$ cat config.mk
export PLATFORM = sky130hd
export DESIGN_NAME = av2_sb_recon_stream_flat
export DESIGN_NICKNAME = d
export VERILOG_FILES = /design/src/rtl/av2_sb_recon_stream_if.sv /design/src/rtl/av2_sb_recon_stream.sv /design/src/flat_wrapper.sv
export SDC_FILE = /design/constraint.sdc
export NUM_CORES = 1
export LEC_CHECK = 0
export BUFFER_PORTS_ARGS = -buffer_cell sky130_fd_sc_hd__buf_4
export CAP_MARGIN = 20
export CORE_ASPECT_RATIO = 1.75
export CORE_UTILIZATION = 32
export CTS_BUF_LIST = sky130_fd_sc_hd__clkbuf_4 sky130_fd_sc_hd__clkbuf_8
export CTS_CLUSTER_DIAMETER = 150
export DETAILED_ROUTE_END_ITERATION = 16
export SLEW_MARGIN = 30
export SYNTH_ARGS = -nofsm -noshare
export SYNTH_HDL_FRONTEND = slang
export SYNTH_SLANG_ARGS = --single-unit
$ cat constraint.sdc
create_clock -name clk -period 14.4 [get_ports clk]
set_input_delay 0.72 -clock clk [delete_from_list [all_inputs] [get_ports clk]]
set_output_delay 0.72 -clock clk [all_outputs]
set_load 0.005 [all_outputs]
$ cat src/rtl/av2_sb_recon_stream_if.sv
// Stream bundle for the SB reconstruction engine: prediction and residual inputs, pixel output.
// Handshake: a beat transfers on a rising edge where valid and ready are both high; the source holds valid and data stable until then.
interface av2_sb_recon_stream_if #(
  parameter int PIXEL_WIDTH = 10,
  parameter int RES_WIDTH   = 16,
  parameter int LANES       = 16,
  parameter int ADDR_WIDTH  = 32
);
  logic [LANES*PIXEL_WIDTH-1:0] pred_data;
  logic                         pred_valid;
  logic                         pred_ready;
  logic [LANES*RES_WIDTH-1:0]   res_data;
  logic                         res_valid;
  logic                         res_ready;
  logic [LANES*PIXEL_WIDTH-1:0] out_data;
  logic [ADDR_WIDTH-1:0]        out_addr;
  logic [LANES-1:0]             out_mask;
  logic                         out_valid;
  logic                         out_ready;

  modport master (
    output pred_data, pred_valid, res_data, res_valid, out_ready,
    input  pred_ready, res_ready, out_data, out_addr, out_mask, out_valid
  );

  modport slave (
    input  pred_data, pred_valid, res_data, res_valid, out_ready,
    output pred_ready, res_ready, out_data, out_addr, out_mask, out_valid
  );
endinterface

$ cat src/rtl/av2_sb_recon_stream.sv
// Streaming reconstruction: walks a frame in superblock raster order, adds residual to prediction
// with clipping, and emits packed pixel beats carrying a frame-linear address and a lane mask.
module av2_sb_recon_stream #(
  parameter int PIXEL_WIDTH = 10,
  parameter int RES_WIDTH   = 16,
  parameter int LANES       = 16,
  parameter int SB_SIZE     = 64,
  parameter int ADDR_WIDTH  = 32
) (
  input  logic        clk,
  input  logic        rst_n,
  input  logic        start,
  input  logic [15:0] frame_width,
  input  logic [15:0] frame_height,
  output logic        busy,
  output logic        done,
  output logic [1:0]  fsm_state,
  av2_sb_recon_stream_if.slave bus
);
  localparam int PW = PIXEL_WIDTH;
  localparam int SW = RES_WIDTH + 2;
  localparam int CW = $clog2(SB_SIZE);
  localparam logic [16:0]   SB17 = 17'(SB_SIZE);
  localparam logic [16:0]   LN17 = 17'(LANES);
  localparam logic [PW-1:0] PMAX = '1;

  typedef enum logic [1:0] {IDLE = 2'd0, RUN = 2'd1, DRAIN = 2'd2, DONE = 2'd3} state_t;

  state_t state_q, state_d;
  logic   fire;
  logic   last_col, last_row, last_sbx, last_sby, last_beat;

  logic [15:0]           fw_q, fh_q;
  logic [16:0]           x0_q, y0_q;
  logic [CW-1:0]         col_q, row_q;
  logic [16:0]           col17, row17, rem_w, rem_h, eff_w, eff_h;
  logic [ADDR_WIDTH-1:0] row_base_q, sb_base_q, fw_aw, fw_sb, beat_addr;

  logic [LANES*PW-1:0] lane_data;
  logic [LANES-1:0]    lane_mask;

  function automatic logic [PW-1:0] recon_px(input logic [PW-1:0] p,
                                             input logic [RES_WIDTH-1:0] r);
    logic signed [SW-1:0] sum;
    sum = $signed({{(SW-PW){1'b0}}, p}) + $signed({{2{r[RES_WIDTH-1]}}, r});
    if (sum[SW-1])
      recon_px = '0;
    else if (sum > $signed({{(SW-PW){1'b0}}, PMAX}))
      recon_px = PMAX;
    else
      recon_px = sum[PW-1:0];
  endfunction

  // Effective SB extent clips at the right/bottom frame edge.
  assign col17 = 17'(col_q);
  assign row17 = 17'(row_q);
  assign rem_w = {1'b0, fw_q} - x0_q;
  assign rem_h = {1'b0, fh_q} - y0_q;
  assign eff_w = (rem_w > SB17) ? SB17 : rem_w;
  assign eff_h = (rem_h > SB17) ? SB17 : rem_h;

  assign last_col  = (col17 + LN17) >= eff_w;
  assign last_row  = (row17 + 17'd1) >= eff_h;
  assign last_sbx  = (x0_q + SB17) >= {1'b0, fw_q};
  assign last_sby  = (y0_q + SB17) >= {1'b0, fh_q};
  assign last_beat = last_col & last_row & last_sbx & last_sby;

  // row_base tracks (y0+row)*fw and sb_base tracks y0*fw so no multiplier is needed.
  assign fw_aw     = ADDR_WIDTH'(fw_q);
  assign fw_sb     = fw_aw << CW;
  assign beat_addr = row_base_q + ADDR_WIDTH'(x0_q) + ADDR_WIDTH'(col_q);

  always_ff @(posedge clk or negedge rst_n) begin
    if (!rst_n)
      state_q <= IDLE;
    else
      state_q <= state_d;
  end

  always_comb begin
    state_d = state_q;
    unique case (state_q)
      IDLE:  if (start) state_d = (frame_width == 16'd0 || frame_height == 16'd0) ? DONE : RUN;
      RUN:   if (fire && last_beat) state_d = DRAIN;
      DRAIN: if (!bus.out_valid || bus.out_ready) state_d = DONE;
      DONE:  state_d = IDLE;
      default: state_d = IDLE;
    endcase
  end

  always_comb begin
    busy = 1'b0;
    done = 1'b0;
    fire = 1'b0;
    unique case (state_q)
      RUN: begin
        busy = 1'b1;
        fire = bus.pred_valid & bus.res_valid & (~bus.out_valid | bus.out_ready);
      end
      DRAIN: busy = 1'b1;
      DONE:  done = 1'b1;
      default: ;
    endcase
  end

  assign fsm_state      = state_q;
  assign bus.pred_ready = fire;
  assign bus.res_ready  = fire;

  always_ff @(posedge clk or negedge rst_n) begin
    if (!rst_n) begin
      fw_q       <= '0;
      fh_q       <= '0;
      x0_q       <= '0;
      y0_q       <= '0;
      col_q      <= '0;
      row_q      <= '0;
      row_base_q <= '0;
      sb_base_q  <= '0;
    end else if (state_q == IDLE && start) begin
      fw_q       <= frame_width;
      fh_q       <= frame_height;
      x0_q       <= '0;
      y0_q       <= '0;
      col_q      <= '0;
      row_q      <= '0;
      row_base_q <= '0;
      sb_base_q  <= '0;
    end else if (fire) begin
      if (!last_col) begin
        col_q <= col_q + CW'(LANES);
      end else begin
        col_q <= '0;
        if (!last_row) begin
          row_q      <= row_q + 1'b1;
          row_base_q <= row_base_q + fw_aw;
        end else begin
          row_q <= '0;
          if (!last_sbx) begin
            x0_q       <= x0_q + SB17;
            row_base_q <= sb_base_q;
          end else begin
            x0_q       <= '0;
            y0_q       <= y0_q + SB17;
            sb_base_q  <= sb_base_q + fw_sb;
            row_base_q <= sb_base_q + fw_sb;
          end
        end
      end
    end
  end

  always_comb begin
    lane_data = '0;
    lane_mask = '0;
    for (int i = 0; i < LANES; i++) begin
      if ((col17 + 17'(i)) < eff_w) begin
        lane_mask[i]          = 1'b1;
        lane_data[i*PW +: PW] = recon_px(bus.pred_data[i*PW +: PW],
                                         bus.res_data[i*RES_WIDTH +: RES_WIDTH]);
      end
    end
  end

  // Output slot: loads on fire, empties on a handshake with no replacement beat.
  always_ff @(posedge clk or negedge rst_n) begin
    if (!rst_n) begin
      bus.out_valid <= 1'b0;
      bus.out_data  <= '0;
      bus.out_addr  <= '0;
      bus.out_mask  <= '0;
    end else if (fire) begin
      bus.out_valid <= 1'b1;
      bus.out_data  <= lane_data;
      bus.out_addr  <= beat_addr;
      bus.out_mask  <= lane_mask;
    end else if (bus.out_ready) begin
      bus.out_valid <= 1'b0;
    end
  end
endmodule

$ cat src/flat_wrapper.sv
// flat-port wrapper written by rule: the top's interface ports become plain ports
module av2_sb_recon_stream_flat 
#(
  parameter int PIXEL_WIDTH = 10,
  parameter int RES_WIDTH   = 16,
  parameter int LANES       = 16,
  parameter int SB_SIZE     = 64,
  parameter int ADDR_WIDTH  = 32
)
  (clk, rst_n, start, frame_width, frame_height, busy, done, fsm_state, bus_pred_data, bus_pred_valid, bus_res_data, bus_res_valid, bus_out_ready, bus_pred_ready, bus_res_ready, bus_out_data, bus_out_addr, bus_out_mask, bus_out_valid);
  av2_sb_recon_stream_if #(.PIXEL_WIDTH(PIXEL_WIDTH), .RES_WIDTH(RES_WIDTH), .LANES(LANES), .ADDR_WIDTH(ADDR_WIDTH)) bus_i ();
  input  logic clk;
  input  logic rst_n;
  input  logic start;
  input  logic [15:0] frame_width;
  input  logic [15:0] frame_height;
  output logic busy;
  output logic done;
  output logic [1:0] fsm_state;
  input wire logic [$bits(bus_i.pred_data)-1:0] bus_pred_data;
  input wire logic [$bits(bus_i.pred_valid)-1:0] bus_pred_valid;
  input wire logic [$bits(bus_i.res_data)-1:0] bus_res_data;
  input wire logic [$bits(bus_i.res_valid)-1:0] bus_res_valid;
  input wire logic [$bits(bus_i.out_ready)-1:0] bus_out_ready;
  output wire logic [$bits(bus_i.pred_ready)-1:0] bus_pred_ready;
  output wire logic [$bits(bus_i.res_ready)-1:0] bus_res_ready;
  output wire logic [$bits(bus_i.out_data)-1:0] bus_out_data;
  output wire logic [$bits(bus_i.out_addr)-1:0] bus_out_addr;
  output wire logic [$bits(bus_i.out_mask)-1:0] bus_out_mask;
  output wire logic [$bits(bus_i.out_valid)-1:0] bus_out_valid;
  assign bus_i.pred_data = bus_pred_data;
  assign bus_i.pred_valid = bus_pred_valid;
  assign bus_i.res_data = bus_res_data;
  assign bus_i.res_valid = bus_res_valid;
  assign bus_i.out_ready = bus_out_ready;
  assign bus_pred_ready = bus_i.pred_ready;
  assign bus_res_ready = bus_i.res_ready;
  assign bus_out_data = bus_i.out_data;
  assign bus_out_addr = bus_i.out_addr;
  assign bus_out_mask = bus_i.out_mask;
  assign bus_out_valid = bus_i.out_valid;
  av2_sb_recon_stream #(.PIXEL_WIDTH(PIXEL_WIDTH), .RES_WIDTH(RES_WIDTH), .LANES(LANES), .SB_SIZE(SB_SIZE), .ADDR_WIDTH(ADDR_WIDTH)) u_core (.clk(clk), .rst_n(rst_n), .start(start), .frame_width(frame_width), .frame_height(frame_height), .busy(busy), .done(done), .fsm_state(fsm_state), .bus(bus_i));
endmodule
==> impl_metrics.tcl, run 1 <==
set metrics [dict create \
    grt_usage_pct 23.24 \
    synth_top_area_share_pct 29.76 \
    drt_pre_antenna_iters 5 \
    skew_ps 26.23 \
    synth_area_leaders "dfrtp_1, ha_1, nand2_1, o21ai_0, xnor2_1" \
    synth_ff_type "dfrtp_1" \
    cts_resized 0 \
    max_slew.worst_pin.slew_ps 1020 \
    postSynthAreaPerCell_um2 8.358 \
    p_clk_share_pct 21.2 \
    fin_setup_tns_ps 0 \
    maxSlewViolCount 0 \
    synth_top_family_by_area "compound AO/OA/AOI/OAI gates" \
    synth_xor_area_share_pct 7.080 \
    synthSimpleGateAreaFrac_pct 20.58 \
    switchingPower_mw 1.974 \
    comb_power_share_pct 47.8 \
    layout_min_cycle_time_ps 5919 \
    grt_overflow_total 0 \
    crit_start "u_core.y0_q[6]" \
    vias 27630 \
    worstPathRequired_ps 14980 \
    syn-cell-area_um2 27830 \
    antenna_found_initial 24 \
    hold_start "frame_height[9]" \
    first_iter_violations 1286 \
    drc 0 \
    clock_latency_ps 700 \
    crit_path_end_kind "register" \
    drv_cap 0 \
    cts_sinks 331 \
    final_layout_size_suffix_gt1_share_pct 21.79 \
    status "finished, final reports clean" \
    die_w_um 224.9 \
    seq_area_frac_synth_pct 29.76 \
    relSlewSlack_pct 31.98 \
    cts_tree "done" \
    grt_pass1_vias 27330 \
    yosys.area.top_type "dfrtp_1" \
    dp.final_hpwl_um 85100 \
    rsz0062_at_grt "false" \
    floorplan.initialDensity_pct 32.43 \
    yosysUniqueCellTypes 96 \
    cts_max_level 2 \
    io-pin-count 669 \
    swShare_pct 40.56 \
    synthArstFlopShare_pct 100.0 \
    synthAdderAreaFrac_pct 14.44 \
    coreArea_um2 85810 \
    ys_warn_count 0 \
    rows 142 \
    yosysMostFrequentCell "nand2_1" \
    hp-class "in2reg" \
    intPower_mw 2.894 \
    synth_compound_area_share_pct 23.61 \
    setup_viol 0 \
    wl_per_cell_um 20.36 \
    cts_buffer_depth 3 \
    peakVddDrop_mv 0.08918 \
    viasPerCell 5.311 \
    critical_path.max_fanout 31 \
    postPlaceCellArea_um2 34110 \
    muxShareOfSynthArea_pct 1.537 \
    ant_nets 0 \
    gp_congestion 0.9407 \
    die_area_um2 88210 \
    clk_pin_slew_worst_paths_ps 70 \
    fin_crit_sh_pct 41.11 \
    start_kind "register" \
    power_frac_seq_pct 31.0 \
    p_leak_nw 16.74 \
    grt_max_degree 165 \
    die_h_um 392.1 \
    timing.critical_path.arrival_ps 6500 \
    finalNetCount 4755 \
    powerDensity_nw_per_um2 137.1 \
    synth_common_cells "nand2_1, dfrtp_1, ha_1" \
    design_area_um2 35510 \
    synth_seq_cells 331 \
    routed_wl_um 105900 \
    syn_inst 3330 \
    synth-edff-count 0 \
    fmax_ghz 0.1689 \
    syn2layout_area_growth_pct 27.59 \
    numCtsBuffers 58 \
    clock-root-buffer "clkbuf_8" \
    grt_first_pass_wirelength_um 157700 \
    reg2reg_from "u_core.y0_q[6]" \
    hold_violations 0 \
    port_buffers 668 \
    critPathKind "reg2reg" \
]
==> through the flow <==
step / cells / setup WS, ps / power (mW) / hold slack [ps] / util, %
floorplan: 3337 / 9440 / 2.761 / 424.4 / -
global placement: 5082 / 8579 / 3.826 / 457.2 / 39.74
detailed placement: 5082 / 8517 / 3.845 / 465.7 / 39.75
CTS: 5189 / 8511 / 4.911 / 170.4 / 41.33
global route: 5203 / 8117 / 5.209 / 211.9 / 41.38
finish: 5203 / 8481 / 4.868 / 235.8 / 41.38
==> state kept, by name (all words and copies together) (netlist names) <==
signal,flops
u_core.bus.out_data,160
u_core.bus.out_addr,32
u_core.row_base_q,32
u_core.sb_base_q,26
u_core.bus.out_mask,16
u_core.fh_q,16
u_core.fw_q,16
u_core.x0_q,11
u_core.y0_q,11
u_core.row_q,6
u_core.col_q,2
u_core.fsm_state,2
u_core.bus.out_valid,1
==> cells in the final DEF (no fill, tap or decap), types with 41 or more instances in the layout <==
cell type,netlist,final
buf_4,4,683
ha_1,290,290
clkbuf_8,0,78
nand3_1,96,96
o21ai_0,275,274
o21a_1,42,42
and3_1,41,41
a21o_1,69,69
dfrtp_1,331,331
a21oi_1,249,248
nand2b_1,44,43
xnor2_1,148,148
a22o_1,42,42
nor2_1,263,262
nor3_1,74,74
nand2_1,444,444
inv_1,114,114
xor2_1,77,77
==> cell families (layout without fill, tap and decap cells) <==
family / count (synthesis) / in the layout
other: 1 / 21
XOR/XNOR: 225 / 225
adder cells (fa/ha/maj): 310 / 310
multiplexers: 41 / 41
buffers and inverters: 208 / 909
AND/OR/NAND/NOR: 1211 / 1211
AO/OA/AOI/OAI: 1003 / 1003
flip-flops: 331 / 331
==> what timing repair did <==
| item | CTS | global route |
|---|---|---|
| hold buffers | 1 | 0 |
| buffers inserted | 0 | 0 |
| hold endpoints to repair | 49 | 0 |
==> cell type report <==
| cell class | count | area (um^2) |
|---|---|---|
| Clock inverter | 17 | 192.7 |
| Sequential cell | 331 | 8283 |
| Timing Repair Buffer | 689 | 5209 |
| Clock buffer | 89 | 1156 |
| Inverter | 114 | 427.9 |
| Tap cell | 1152 | 1441 |
| Antenna cell | 13 | 32.53 |
| Fill cell | 8860 | 50300 |
| Multi-Input combinational cell | 2798 | 18770 |
==> power groups by stage <==
stage	Clock, mW	Combinational (mW)	Sequential [mW]
final	1.03	2.33	1.51
after global routing	1.10	2.57	1.54
after CTS	1.07	2.33	1.51
after detailed placement	0	2.32	1.52
after global placement	0	2.31	1.51
after floorplan	0	1.31	1.45
==> critical path: stages (launching register included) <==
cell and delay [ps]:
dfrtp_1 380, inv_1 90, ha_1 380, or3b_2 500, nand4_1 110, o21ai_0 120
a21oi_1 320, o21ai_0 150, o41ai_1 340, xnor2_1 190, o2111ai_1 280, or2_2 370
ha_1 290, a21o_1 100, a21oi_1 60, o21a_1 210, o21ai_1 130, buf_4 310
nand2_1 260, a21o_1 210, buf_4 220, nand2_2 360, mux2_2 390
==> path summary, 6_finish.rpt <==
path	end	slack (ps)	cells past startpoint
worst max-delay path	u_core.sb_base_q[12]	8480	22
worst min-delay path	u_core.fh_q[9]	240	3
worst max register to register	u_core.sb_base_q[12]	8480	22
worst min register to register	u_core.bus.out_addr[0]	480	2
max in group asynchronous	u_core.bus.out_data[29]	12400	3
min in group asynchronous	u_core.bus.out_data[80]	610	2
==> layer usage <==
layer | share of wire, % | vias up | track usage [%]
met5 | 0.077 | - | 0
li1 | - | 13540 | -
met2 | 51 | 817 | 42.31
met1 | 38 | 13020 | 24.89
met4 | 5.1 | 14 | 12.27
met3 | 6.3 | 239 | 4.875
(Power assumes the default switching activity.)
==> run 2: changes to the inputs <==
Settings changed: ABC_AREA set to 1.
Clock period 14.4 ns to 5.2 ns, I/O delays scaled along.
==> run 2 against run 1 <==
Flip-flop and latch count unchanged. Hold slack worse by 150 ps. Sequential power rose to 3.0 times the previous value. Critical endpoint is now u_core.sb_base_q[30]. Critical path type unchanged. Clock skew up 16 ps. Final area up 7.2%.
==> impl_metrics.tcl, run 2 <==
set metrics [dict create \
    status "finished, final reports clean" \
    gp_congestion 1.015 \
    muxShareOfSynthArea_pct 0 \
    hold_violations 0 \
    p_clk_share_pct 17.9 \
    finalNetCount 5798 \
    floorplan.initialDensity_pct 32.42 \
    reg2regPathDepth 24 \
    busiest_layer "met2" \
    skew_ps 42.56 \
    min_path_cells 4 \
    largest_reg_flops 160 \
    synth_compound_area_share_pct 13.92 \
    seq_area_frac_synth_pct 27.72 \
    setup_viol 0 \
    final_common_cell "nand2_1" \
    grt_max_degree 101 \
    synth-edff-count 0 \
    first_iter_violations 1776 \
    synthSimpleGateAreaFrac_pct 31.11 \
    io-pin-count 669 \
    reg2reg_from "u_core.y0_q[6]" \
    critical_path.max_fanout 69 \
    cts_resized 0 \
    post_cts.repair.setup_buffers 0 \
    ys_warn_count 0 \
    layout_common_cells "nand2_1, buf_4, inv_1" \
    drc 0 \
    synth_xor_area_share_pct 7.036 \
    port_buffers 668 \
    antenna_found_initial 9 \
    ctsHoldBuffers 58 \
    hp-class "in2reg" \
    cts_sinks 331 \
    power_frac_seq_pct 30.1 \
    syn-cell-area_um2 29880 \
    grt_use_met3_pct 4.800 \
    yosys.area.top_type "dfrtp_1" \
    start_kind "register" \
    crit_path_end_kind "register" \
    synth_ff_type "dfrtp_1" \
    p_leak_nw 19.67 \
    fin_setup_tns_ps 0 \
    top_regs "u_core.bus.out_data (160), u_core.bus.out_addr (32), u_core.row_base_q (32)" \
    viasPerCell 5.106 \
    synthArstFlopShare_pct 100.0 \
    critPathKind "reg2reg" \
    grt_first_pass_wirelength_um 180200 \
    grt_usage_pct 24.72 \
    final_layout_size_suffix_gt1_share_pct 17.27 \
    rows 147 \
    synth_common_cells "nand2_1, inv_1, dfrtp_1" \
    clk_pin_slew_worst_paths_ps 60 \
    die_w_um 233.0 \
    relSlewSlack_pct 39.92 \
    die_h_um 406.2 \
    numCtsBuffers 59 \
    synthAdderAreaFrac_pct 13.42 \
    postSynthAreaPerCell_um2 6.927 \
    max_slew.worst_pin.slew_ps 891.8 \
    ant_nets 0 \
    cts_buffer_depth 3 \
    rrSetupSlack_ps 610 \
    yosysMostFrequentCell "nand2_1" \
    routed_wl_um 120300 \
    synth_seq_cells 331 \
    timing.critical_path.arrival_ps 5170 \
    peakVddDrop_mv 0.2109 \
    regMostFlops "u_core.bus.out_data" \
    grt_overflow_total 0 \
    clock_latency_ps 710 \
    grt_use_met1_pct 25.94 \
    layout_min_cycle_time_ps 4592 \
    synth_top_family_by_area "simple AND/OR/NAND/NOR gates" \
    vias 32000 \
    clock-root-buffer "clkbuf_8" \
    drv_cap 0 \
    hold_end "u_core.bus.out_data[11]" \
    worstPathRequired_ps 5770 \
    fillCellCount 9616 \
    swShare_pct 44.93 \
    drt_pre_antenna_iters 6 \
    switchingPower_mw 6.847 \
    synth_top_area_share_pct 27.72 \
    maxSlewViolCount 0 \
    die_area_um2 94640 \
    syn_inst 4313 \
    fmax_ghz 0.2178 \
    powerDensity_nw_per_um2 400.5 \
    intPower_mw 8.393 \
    cts_tree "done" \
    yosysUniqueCellTypes 52 \
    dp.final_hpwl_um 97620 \
    reg2reg_to "u_core.sb_base_q[30]" \
    hold_start "bus_res_data[17]" \
    syn2layout_area_growth_pct 27.36 \
    cts_max_level 2 \
    wl_per_cell_um 19.19 \
    grt_pass1_vias 31900 \
    comb_power_share_pct 52.0 \
    use_met2_pct 46.56 \
    synth_area_leaders "dfrtp_1, nand2_1, ha_1, inv_1, nand3_1" \
    hold_slack_ps 83.37 \
    coreArea_um2 92150 \
    fin_crit_sh_pct 88.31 \
    rsz0062_at_grt "false" \
]
[run 2: worst max path at each step]
stage                         start               endpoint  slack (ps)  cells past startpoint
floorplan           u_core.y0_q[10]  u_core.row_base_q[11]        1260                     25
global placement     u_core.y0_q[6]         u_core.y0_q[7]         630                     24
detailed placement   u_core.y0_q[6]   u_core.sb_base_q[30]         650                     24
CTS                  u_core.y0_q[6]        u_core.x0_q[14]         610                     23
global route         u_core.y0_q[6]   u_core.sb_base_q[23]         210                     24
finish               u_core.y0_q[6]   u_core.sb_base_q[30]         610                     24
[run 2: kinds of logic after synthesis]
logic type      count (synthesis)
compound gates                748
flops                         331
simple gates                 2168
buf+inv                       516
fa+ha+maj                     309
xor+xnor                      240
other cells                     1
[run 2: through the flow]
step | area, um^2 | cells | setup WS, ps | util [%] | total power [mW]
global route | 38050 | 6267 | 209.7 | 41.29 | 16.41
floorplan | 29900 | 4320 | 1258 | - | 8.780
CTS | 38030 | 6263 | 611.4 | 41.28 | 15.36
global placement | 36230 | 6108 | 633.5 | 39.31 | 12.42
detailed placement | 36230 | 6108 | 645.2 | 39.31 | 12.46
finish | 38050 | 6268 | 607.8 | 41.29 | 15.24
[run 2: power by group through the flow]
stage | logic [mW] | registers [mW] | clock network, mW
3_3_place_gp | 7.83 | 4.59 | 0
3_5_place_dp | 7.87 | 4.59 | 0
4_1_cts | 7.95 | 4.58 | 2.83
2_1_floorplan | 4.49 | 4.29 | 0
6_report | 7.93 | 4.59 | 2.72
5_1_grt | 8.83 | 4.69 | 2.89
[run 2: layout make-up]
type,instances,area [um^2],area share (%)
Multi-Input combinational cell,3473,19610,51.54
Timing Repair Buffer,753,5856,15.39
Antenna cell,5,12.51,0.03288
Tap cell,1192,1491,3.920
Sequential cell,331,8283,21.77
Inverter,417,1573,4.133
Clock inverter,12,137.6,0.3617
Clock buffer,85,1089,2.861
[run 2: worst max-delay path: stages (launching register included)]
cell	delay (ps)
dfrtp_1	370
inv_1	90
ha_1	340
inv_1	80
nand2_1	50
o21ai_0	270
inv_1	100
o21ai_0	210
xnor2_1	150
nand3_1	90
nor2_1	100
nand4_1	90
nor2_1	300
nand4_1	140
ha_1	350
nand4_1	110
nor3b_1	190
nor2_1	60
nand3_1	150
nor2_1	80
inv_1	550
nand3_2	170
buf_12	230
nand2_1	80
o21ai_0	70
[run 2: per-layer routing]
metal | part of all wire (%) | wire length, um
met1 | 36 | 43900
met2 | 52 | 63120
met3 | 6.2 | 7419
met4 | 4.9 | 5837
met5 | 0.029 | 35
==> run 3: changes to the inputs <==
Settings changed: PLACE_DENSITY set to 0.53.
==> run 3 against run 2 <==
Final area is essentially flat. Hold slack is essentially flat. Combinational power grew 4.0%. Sequential power shrank 2%. Critical endpoint is now u_core.row_base_q[7].
==> impl_metrics.tcl, run 3 (synthesized netlist as in run 2, its figures left out) <==
set metrics [dict create \
    p_leak_nw 19.67 \
    hold_start "bus_res_data[191]" \
    hp-class "in2reg" \
    reg2reg_to "u_core.row_base_q[7]" \
    grt_pass1_vias 32300 \
    cts_tree "done" \
    crit_path_end_kind "register" \
    clk_pin_slew_worst_paths_ps 80 \
    powerDensity_nw_per_um2 408.5 \
    fin_setup_tns_ps 0 \
    die_area_um2 94640 \
    largest_reg_flops 160 \
    dp.final_hpwl_um 104000 \
    coreArea_um2 92150 \
    cts_max_level 2 \
    ant_nets 0 \
    fillCellCount 9854 \
    worstPathRequired_ps 5770 \
    syn2layout_area_growth_pct 27.44 \
    io-pin-count 669 \
    grt_usage_pct 26.19 \
    rsz0062_at_grt "false" \
    peakVddDrop_mv 0.1976 \
    fin_crit_sh_pct 89.81 \
    swShare_pct 45.31 \
    final_common_cell "nand2_1" \
    routed_wl_um 126000 \
    skew_ps 32.01 \
    min_path_cells 4 \
    design_area_um2 38070 \
    relSlewSlack_pct 35.13 \
    status "finished, final reports clean" \
    wl_per_cell_um 20.09 \
    clock_latency_ps 710 \
    regMostFlops "u_core.bus.out_data" \
    comb_power_share_pct 53.1 \
    clock-root-buffer "clkbuf_8" \
    p_total_mw 15.55 \
    final_layout_size_suffix_gt1_share_pct 17.35 \
    place_ws_ps 547.5 \
    drc 0 \
    port_buffers 668 \
    cts_buffer_depth 3 \
    grt_overflow_total 0 \
    hold_violations 0 \
    fin_ws_ps 530.0 \
    start_kind "register" \
    drt_pre_antenna_iters 6 \
    switchingPower_mw 7.047 \
    maxSlewViolCount 0 \
    vias 31750 \
    gp_congestion 0.9646 \
    reg2reg_from "u_core.x0_q[11]" \
    critPathKind "reg2reg" \
    postPlaceCellArea_um2 36210 \
    grt_first_pass_wirelength_um 188800 \
    hold_end "u_core.bus.out_data[118]" \
    reg2regPathDepth 22 \
    drv_cap 0 \
    critical_path.max_fanout 42 \
    setup_viol 0 \
    floorplan.initialDensity_pct 32.42 \
    finalNetCount 5793 \
    cts_sinks 331 \
    grt_max_degree 133 \
    die_w_um 233.0 \
    power_frac_seq_pct 28.9 \
    rows 147 \
    first_iter_violations 1669 \
    intPower_mw 8.507 \
    antenna_found_initial 13 \
    post_cts.repair.setup_buffers 0 \
    layout_common_cells "nand2_1, buf_4, inv_1" \
    viasPerCell 5.064 \
    numCtsBuffers 58 \
    rrSetupSlack_ps 530 \
    timing.critical_path.arrival_ps 5240 \
    layout_min_cycle_time_ps 4670 \
    p_clk_share_pct 18.1 \
    max_slew.worst_pin.slew_ps 962.9 \
    top_regs "u_core.bus.out_data (160), u_core.bus.out_addr (32), u_core.row_base_q (32)" \
    die_h_um 406.2 \
    fmax_ghz 0.2141 \
]
==> run 3: layer usage <==
metal  track usage, %  share of wire, %  routed length [um]  up-vias
met5                0             0.063                  80        -
met3            5.213               5.1                6369      259
met2            49.42                53               66760      806
met4            13.91               5.7                7236       12
li1                 -                 -                   -    15830
met1            26.67                36               45550    14850
==> run 3: timing repair <==
action / CTS / global route
resized for setup: 0 / 1
endpoints found under the hold margin: 124 / 0
endpoints found under the setup margin: 0 / 2
hold buffers: 54 / 0
==> run 3: through the flow <==
step                      hold slack [ps]  std cells  util [%]
after floorplan                    -35.59       4320         -
after global placement              287.8       6108     39.30
after detailed placement            288.7       6108     39.30
after CTS                           6.345       6263     41.28
after global routing                74.17       6270     41.32
final                               83.55       6270     41.32
==> run 3: critical path, stage by stage, from the launching register on <==
cell	delay, ps
dfrtp_1	430
inv_1	90
ha_1	410
nand2_1	120
nor2_1	180
nand4_1	170
nand3_1	130
nand2_1	50
nand2_1	90
nand2_1	100
nor2_4	210
nand2_1	120
inv_1	90
nand2_1	150
ha_1	320
nand2_1	80
inv_1	40
a221oi_1	410
nand3_2	300
nand2_2	360
inv_2	390
o21ai_1	200
nand2_1	60
==> run 3: worst max-delay path by stage <==
stage | start | end | slack, ps | cells past startpoint
global route | u_core.y0_q[6] | u_core.row_base_q[15] | 70 | 23
CTS | u_core.x0_q[11] | u_core.row_base_q[9] | 520 | 21
finish | u_core.x0_q[11] | u_core.row_base_q[7] | 530 | 22
floorplan | u_core.y0_q[10] | u_core.row_base_q[11] | 1260 | 25
global placement | u_core.x0_q[11] | u_core.row_base_q[7] | 620 | 21
detailed placement | u_core.x0_q[11] | u_core.row_base_q[7] | 550 | 21
==> run 3: cell type report <==
| cell class | count | area (um^2) | share of cell area (%) |
|---|---|---|---|
| Multi-Input combinational cell | 3473 | 19620 | 51.53 |
| Sequential cell | 331 | 8283 | 21.76 |
| Timing Repair Buffer | 749 | 5803 | 15.24 |
| Inverter | 417 | 1573 | 4.131 |
| Tap cell | 1192 | 1491 | 3.917 |
| Clock buffer | 82 | 1054 | 2.767 |
| Clock inverter | 19 | 234.0 | 0.6145 |
| Antenna cell | 7 | 17.52 | 0.04601 |
==> run 3: power groups by stage <==
stage | Combinational, mW | Sequential [mW] | Clock [mW]
after floorplan | 4.49 | 4.29 | 0
after global placement | 8.23 | 4.49 | 0
after detailed placement | 8.24 | 4.50 | 0
after CTS | 8.30 | 4.49 | 2.92
after global routing | 9.20 | 4.61 | 3.00
final | 8.25 | 4.49 | 2.81
